<file path="src/rtl/sm_fixed_pkg.sv">
// -----------------------------------------------------------------------------
// sm_fixed_pkg
// Shared definitions for the sign-magnitude fixed-point arithmetic blocks
// (adder and subtractor) of the forward-kinematics datapath.
//   N_DEFAULT / Q_DEFAULT : default total width / fractional bit count
//   MAG_MAX               : largest representable magnitude, 2^(N-1)-1
//   op_e                  : magnitude operation selected by stage 1
//   field helpers         : sign/magnitude extraction and canonical packing
// -----------------------------------------------------------------------------
package sm_fixed_pkg;

    localparam int unsigned N_DEFAULT     = 32;
    localparam int unsigned Q_DEFAULT     = 15;
    localparam int unsigned MAG_W_DEFAULT = N_DEFAULT - 1;

    localparam logic [MAG_W_DEFAULT-1:0] MAG_MAX = {MAG_W_DEFAULT{1'b1}};

    typedef enum logic {
        OP_ADD = 1'b0,
        OP_SUB = 1'b1
    } op_e;

    // A sign is only kept when the magnitude is non-zero, so -0 never exists.
    function automatic logic sm_canon_sign(input logic sign, input logic mag_nonzero);
        return sign & mag_nonzero;
    endfunction

    function automatic logic sm_sign(input logic [N_DEFAULT-1:0] x);
        return x[N_DEFAULT-1];
    endfunction

    function automatic logic [MAG_W_DEFAULT-1:0] sm_mag(input logic [N_DEFAULT-1:0] x);
        return x[MAG_W_DEFAULT-1:0];
    endfunction

    function automatic logic [N_DEFAULT-1:0] sm_pack(input logic sign,
                                                     input logic [MAG_W_DEFAULT-1:0] mag);
        return {sm_canon_sign(sign, |mag), mag};
    endfunction

endpackage

</file>
<file path="src/rtl/sm_fixed_subtractor_pipe_if.sv">
// -----------------------------------------------------------------------------
// sm_fixed_subtractor_pipe_if
// Operand/result handshake bundle of the sign-magnitude subtractor.
//   in_valid/in_ready/a/b       : operand channel (producer -> block)
//   out_valid/out_ready/c/ovf   : result channel  (block -> consumer)
// modport slave  : the subtractor itself
// modport master : the environment (producer and consumer)
// -----------------------------------------------------------------------------
interface sm_fixed_subtractor_pipe_if
#(
    parameter int unsigned N = sm_fixed_pkg::N_DEFAULT
);

    logic         in_valid;
    logic         in_ready;
    logic [N-1:0] a;
    logic [N-1:0] b;
    logic         out_valid;
    logic         out_ready;
    logic [N-1:0] c;
    logic         ovf;

    modport master (
        output in_valid, a, b, out_ready,
        input  in_ready, out_valid, c, ovf
    );

    modport slave (
        input  in_valid, a, b, out_ready,
        output in_ready, out_valid, c, ovf
    );

endinterface

</file>
<file path="src/rtl/sm_mag_addsub.sv">
// -----------------------------------------------------------------------------
// sm_mag_addsub
// Combinational magnitude unit. Operands arrive already ordered (big >= small
// is only required for OP_SUB, where it guarantees no borrow).
//   big_mag, small_mag : W-bit magnitudes
//   op                 : OP_ADD or OP_SUB
//   mag                : W-bit result magnitude (saturated on add overflow)
//   sat                : add overflowed and the magnitude was clamped
// -----------------------------------------------------------------------------
module sm_mag_addsub
    import sm_fixed_pkg::*;
#(
    parameter int unsigned W = MAG_W_DEFAULT
)
(
    input  logic [W-1:0] big_mag,
    input  logic [W-1:0] small_mag,
    input  op_e          op,
    output logic [W-1:0] mag,
    output logic         sat
);

    logic [W:0] sum_s;

    // Magnitude add with carry-out saturation, or borrow-free ordered subtract.
    always_comb begin
        sum_s = {1'b0, big_mag} + {1'b0, small_mag};
        mag   = {W{1'b0}};
        sat   = 1'b0;
        case (op)
            OP_ADD: begin
                if (sum_s[W]) begin
                    mag = {W{1'b1}};
                    sat = 1'b1;
                end else begin
                    mag = sum_s[W-1:0];
                    sat = 1'b0;
                end
            end
            OP_SUB: begin
                mag = big_mag - small_mag;
                sat = 1'b0;
            end
            default: begin
                mag = {W{1'b0}};
                sat = 1'b0;
            end
        endcase
    end

endmodule

</file>
<file path="src/rtl/sm_fixed_subtractor_pipe.sv">
// -----------------------------------------------------------------------------
// sm_fixed_subtractor_pipe
// Two-stage pipelined sign-magnitude subtractor c = a - b with valid/ready
// backpressure, magnitude saturation (ovf) and canonical zero.
//   clk  : rising-edge clock
//   rst  : asynchronous active-low reset
//   bus  : slave side of sm_fixed_subtractor_pipe_if (a, b in; c, ovf out)
// Stage 1 registers effective signs, ordered magnitudes, op and result sign;
// stage 2 is the output register fed by sm_mag_addsub.
// -----------------------------------------------------------------------------
module sm_fixed_subtractor_pipe
    import sm_fixed_pkg::*;
#(
    parameter int unsigned N = N_DEFAULT
)
(
    input  logic                     clk,
    input  logic                     rst,
    sm_fixed_subtractor_pipe_if.slave bus
);

    localparam int unsigned W = N - 1;

    // Stage 1 state
    logic         s1_valid_q, s1_valid_d;
    op_e          s1_op_q,    s1_op_d;
    logic         s1_sign_q,  s1_sign_d;
    logic [W-1:0] s1_big_q,   s1_big_d;
    logic [W-1:0] s1_small_q, s1_small_d;

    // Stage 2 (output) state
    logic         out_valid_q, out_valid_d;
    logic [N-1:0] c_q,         c_d;
    logic         ovf_q,       ovf_d;

    // Combinational helpers
    logic [W-1:0] a_mag_s, b_mag_s;
    logic         a_sign_s, nb_sign_s, a_ge_s;
    logic         s1_adv_s, s2_adv_s, in_xfer_s;
    logic [W-1:0] mag_s;
    logic         sat_s;

    // Handshake control and stage-1 capture of a + (-b) operands.
    always_comb begin
        a_mag_s   = bus.a[W-1:0];
        b_mag_s   = bus.b[W-1:0];
        // -0 on either input collapses to +0; b's sign is inverted for -b.
        a_sign_s  = sm_canon_sign(bus.a[N-1], |a_mag_s);
        nb_sign_s = sm_canon_sign(~bus.b[N-1], |b_mag_s);
        a_ge_s    = (a_mag_s >= b_mag_s);

        s2_adv_s  = !out_valid_q || bus.out_ready;
        s1_adv_s  = !s1_valid_q || s2_adv_s;
        in_xfer_s = bus.in_valid && s1_adv_s;

        s1_op_d    = s1_op_q;
        s1_sign_d  = s1_sign_q;
        s1_big_d   = s1_big_q;
        s1_small_d = s1_small_q;

        if (s1_adv_s) begin
            s1_valid_d = bus.in_valid;
        end else begin
            s1_valid_d = s1_valid_q;
        end

        if (in_xfer_s) begin
            s1_big_d   = a_ge_s ? a_mag_s : b_mag_s;
            s1_small_d = a_ge_s ? b_mag_s : a_mag_s;
            if (a_sign_s == nb_sign_s) begin
                s1_op_d   = OP_ADD;
                s1_sign_d = a_sign_s;
            end else begin
                s1_op_d   = OP_SUB;
                // Larger magnitude wins; a tie yields zero and is cleared later.
                s1_sign_d = a_ge_s ? a_sign_s : nb_sign_s;
            end
        end else begin
            s1_op_d    = s1_op_q;
            s1_sign_d  = s1_sign_q;
            s1_big_d   = s1_big_q;
            s1_small_d = s1_small_q;
        end
    end

    sm_mag_addsub #(.W(W)) u_mag_addsub (
        .big_mag   (s1_big_q),
        .small_mag (s1_small_q),
        .op        (s1_op_q),
        .mag       (mag_s),
        .sat       (sat_s)
    );

    // Stage-2 output register: holds while stalled, loads when stage 1 moves.
    always_comb begin
        if (s2_adv_s) begin
            out_valid_d = s1_valid_q;
        end else begin
            out_valid_d = out_valid_q;
        end

        if (s2_adv_s && s1_valid_q) begin
            c_d   = {sm_canon_sign(s1_sign_q, |mag_s), mag_s};
            ovf_d = sat_s;
        end else begin
            c_d   = c_q;
            ovf_d = ovf_q;
        end
    end

    // Pipeline state flops; reset empties both stages and clears the output.
    always_ff @(posedge clk or negedge rst) begin
        if (!rst) begin
            s1_valid_q  <= 1'b0;
            s1_op_q     <= OP_ADD;
            s1_sign_q   <= 1'b0;
            s1_big_q    <= {W{1'b0}};
            s1_small_q  <= {W{1'b0}};
            out_valid_q <= 1'b0;
            c_q         <= {N{1'b0}};
            ovf_q       <= 1'b0;
        end else begin
            s1_valid_q  <= s1_valid_d;
            s1_op_q     <= s1_op_d;
            s1_sign_q   <= s1_sign_d;
            s1_big_q    <= s1_big_d;
            s1_small_q  <= s1_small_d;
            out_valid_q <= out_valid_d;
            c_q         <= c_d;
            ovf_q       <= ovf_d;
        end
    end

    assign bus.in_ready  = s1_adv_s;
    assign bus.out_valid = out_valid_q;
    assign bus.c         = c_q;
    assign bus.ovf       = ovf_q;

endmodule

</file>
<file path="src/flat_wrapper.sv">
// flat-port wrapper written by rule: the top's interface ports become plain ports
module sm_fixed_subtractor_pipe_flat import sm_fixed_pkg::*;
#(
    parameter int unsigned N = N_DEFAULT
)
  (clk, rst, bus_in_valid, bus_a, bus_b, bus_out_ready, bus_in_ready, bus_out_valid, bus_c, bus_ovf);
  sm_fixed_subtractor_pipe_if #(.N(N)) bus_i ();
  input  logic clk;
  input  logic rst;
  input wire logic [$bits(bus_i.in_valid)-1:0] bus_in_valid;
  input wire logic [$bits(bus_i.a)-1:0] bus_a;
  input wire logic [$bits(bus_i.b)-1:0] bus_b;
  input wire logic [$bits(bus_i.out_ready)-1:0] bus_out_ready;
  output wire logic [$bits(bus_i.in_ready)-1:0] bus_in_ready;
  output wire logic [$bits(bus_i.out_valid)-1:0] bus_out_valid;
  output wire logic [$bits(bus_i.c)-1:0] bus_c;
  output wire logic [$bits(bus_i.ovf)-1:0] bus_ovf;
  assign bus_i.in_valid = bus_in_valid;
  assign bus_i.a = bus_a;
  assign bus_i.b = bus_b;
  assign bus_i.out_ready = bus_out_ready;
  assign bus_in_ready = bus_i.in_ready;
  assign bus_out_valid = bus_i.out_valid;
  assign bus_c = bus_i.c;
  assign bus_ovf = bus_i.ovf;
  sm_fixed_subtractor_pipe #(.N(N)) u_core (.clk(clk), .rst(rst), .bus(bus_i));
endmodule
</file>
<file path="config.mk">
export PLATFORM = sky130hd
export DESIGN_NAME = sm_fixed_subtractor_pipe_flat
export DESIGN_NICKNAME = d
export VERILOG_FILES = /design/src/rtl/sm_fixed_pkg.sv /design/src/rtl/sm_fixed_subtractor_pipe_if.sv /design/src/rtl/sm_mag_addsub.sv /design/src/rtl/sm_fixed_subtractor_pipe.sv /design/src/flat_wrapper.sv
export SDC_FILE = /design/constraint.sdc
export NUM_CORES = 1
export LEC_CHECK = 0
export ABC_AREA = 1
export BUFFER_PORTS_ARGS = -buffer_cell sky130_fd_sc_hd__buf_2
export CAP_MARGIN = 40
export CORE_MARGIN = 2
export CORE_UTILIZATION = 50
export CTS_CLUSTER_DIAMETER = 80
export DETAILED_ROUTE_END_ITERATION = 8
export PLACE_DENSITY = 0.72
export SLEW_MARGIN = 20
export SYNTH_ARGS = -nofsm -noshare
export SYNTH_HDL_FRONTEND = slang
export SYNTH_HIERARCHICAL = 1
export SYNTH_SLANG_ARGS = --single-unit
</file>
<file path="constraint.sdc">
create_clock -name clk -period 5.3 [get_ports clk]
set_clock_uncertainty 0.2 [all_clocks]
set_input_delay 1.06 -clock clk [delete_from_list [all_inputs] [get_ports clk]]
set_output_delay 1.06 -clock clk [all_outputs]
set_load 0.01 [all_outputs]
</file>
==> impl_results.md <==
* Status: completed
* Yosys reg bits at 99
* Row count at 53
* CP Class: flip-flop to flip-flop
* Worst EP arrival at 3.63 ns
* Hold_buf cts at 0
* R2r startpoint: u_core/s1_small_q[24]
* Residual DRC at 0
* CTS root buf: clkbuf_16
* Tmin final at 3.58 ns
* Synth unique cells at 38
* Worst Setup SP: u_core/s1_small_q[24]
* RSZ-0062 raised after global routing: no
* P&R area growth vs syn at 8.56%
* Critical Path RT at 5.35 ns
* DR iter-0 viols at 917
* Initial antenna violation count at 0
* Setup crit start kind: flip-flop
* Total grt overflow at 0
* Clk sinks at 99
* Slew HR at 0.559
* Worst Hold Class: flip-flop to flip-flop
* Max incr delay on CP at 0.52 ns
* Die ar. at 22400 um2
* Core area at 21000 um2
* Clk buf depth at 2
* CP most frequent cell: nor2_1
* Power density over the cells at 400 nW/um2
* Via/cell ratio at 5.21
* CP Capture Type: flip-flop
* Die Y at 150 um
* Post-Syn Instances at 1824
* Post-Place Worst Slack at 1.46 ns
* Starting Density at 0.507
* Post-route ant nets at 0
* Net Count, Synth at 1986
* Sequential element share of the synthesized area at 0.233
* Setup_tns at 0 ns
* Clk pin slew, worst setup/hold paths at 0.08 ns
* Fin. max-slew vios at 0
* Detailed Route WL at 31.2 mm
* Syn Area/Cell at 5.82 um2
* Overall routing resource usage at 0.283
* Vias in the first global route at 10300
* Antenna diodes at 0
* Worst slew pin tran at 0.662 ns
* Final Hold Vio Count at 0
* Clk_lat worst skew at 0.36 ns
* Pleak at 6.88 nW
* Final HPWL DP at 25.0 mm
* Drt pass-1 iters at 8
* Nets at 2048
* Die width at 150 um
* Largest net degree at the start of global routing at 68
* Htree depth at 3
* Final setup violation count at 0
* Post CTS Setup Buffer Count at 0
* Post-CTS sizing at 0
* Worst-case hold slack at 0.274 ns
* Final worst slack at 1.72 ns
* Hold path start: u_core/bus.c[1]
* PortBufs at 102
* First-pass GRT wire length at 50.4 mm
* CP Max Fanout at 13
* Post-Syn Area at 10600 um2
* Ys Warns at 6
* Worst-path cell chain: inv_1 > ha_1 > inv_1 > a21oi_1 > o21bai_1 > nand2_1 > nand2_1 > a21oi_2 > nand3_2 > nor2_1 > nor2_1 > nor4_1 > nand4_1 > nor2_1 > o21ai_0
* Max Cap Violations at 0
* Worst path bufs/invs at 2
* Reg area at 2480 um2
* Fillers at 2276
* Final worst-path cycle share at 0.676
* Slowest cell on crit path: ha_1
* Routed len/inst at 14.4 um
* Layout cells sized above 1 at 0.0899
* Multi-input gate area at 6700 um2
* Max frequency at 279 MHz
* VDD IR max at 0.132 mV
* Ports at 103
* CTS Buf Count at 9
* Largest delay share family, worst path: simple AND/OR/NAND/NOR gates
* GP Congestion at 0.994
* Via count at 11300
* CTS tree: yes
## tightest hold or removal path: stages, from the launching register on
cell     delay [ns]
dfrtp_1        0.34
nand2_1        0.05
nand2_1        0.05
## cells in the final DEF (no fill, tap or decap), drive strengths merged, types with 2 or more instances in the layout
cell    count
fa          2
nor4        7
buf       113
xor2        6
clkinv      3
nand3b      2
o21ai      33
nand3     210
a21oi      65
inv       292
and2        5
nor3       12
nand4      23
nand2     730
dfrtp      99
ha         92
o21bai     15
clkbuf     10
or2         9
nor2      157
## cell type report
| type | instances | area share |
|---|---|---|
| repair buffers | 113 | 0.0551 |
| multi-input cells | 1373 | 0.581 |
| inverters | 290 | 0.0944 |
| clock inverters | 6 | 0.00488 |
| flip-flops and latches | 99 | 0.215 |
| well taps | 275 | 0.0298 |
| clock buffers | 10 | 0.0199 |
## cell usage after synthesis, drive strengths merged
library cell,count,area [um2]
nor3b,1,12.5
fa,2,40.0
a31oi,1,6.26
and2,5,31.3
a21o,1,7.51
nor2,157,624
buf,46,294
inv,289,1080
a21oi,65,333
o21bai,15,113
nand4,23,144
nand3,210,1060
o21ai,33,165
nand3b,2,15.0
and3,1,6.26
nor4,7,43.8
xor2,6,52.6
clkbuf,16,63.8
ha,92,1150
o21a,1,7.51
or2,9,56.3
nand2,730,2770
nor3,12,65.1
dfrtp,99,2480
clkinv,1,3.75
## logic make-up after synthesis
logic type | synth area share
xor gates and xnor gates | 0.00495
AOI/OAI and AO/OA | 0.0595
adders and majority gates | 0.112
DFF | 0.233
and+or+nand+nor | 0.454
buffers and inverters | 0.136
## sequential cells by signal (all words and copies together) (netlist names)
name / cells
u_core/bus.c: 32
u_core/bus.out_valid: 1
u_core/bus.ovf: 1
u_core/s1_big_q: 31
u_core/s1_op_q: 1
u_core/s1_sign_q: 1
u_core/s1_small_q: 31
u_core/s1_valid_q: 1
## metrics by stage
step	utilization	power, mW	std cells	instance area (um2)
CTS	0.548	4.57	2163	11500
floorplan	-	3.14	1824	10600
finish	0.550	4.61	2166	11500
detailed placement	0.534	3.89	2147	11200
global route	0.550	5.04	2166	11500
global placement	0.533	3.84	2146	11200
## worst paths after layout
path	end	slack [ns]	cells past startpoint
min in group asynchronous	u_core/bus.c[13]	0.44	1
max in group asynchronous	u_core/s1_small_q[13]	3.43	3
worst min-delay path	u_core/bus.c[1]	0.27	2
worst max-delay path	u_core/bus.c[31]	1.72	15
worst min register to register	u_core/bus.c[1]	0.27	2
worst max register to register	u_core/bus.c[31]	1.72	15
## routing by layer
layer,up-vias,global-route usage,share of wire
li1,5762,-,-
met1,5083,0.406,0.47
met2,387,0.445,0.43
met3,56,0.0216,0.062
met4,0,0.109,0.034
met5,-,0,0
## power by group
group          internal (mW)  switching (mW)  total, mW  leakage [nW]
registers              0.976           0.164       1.14          1.19
clock network          0.330           0.337      0.667         0.137
logic                  0.915            1.89       2.81          5.54
total                   2.22            2.39       4.61          6.88
No activity file was read; power rests on OpenSTA's default activity.
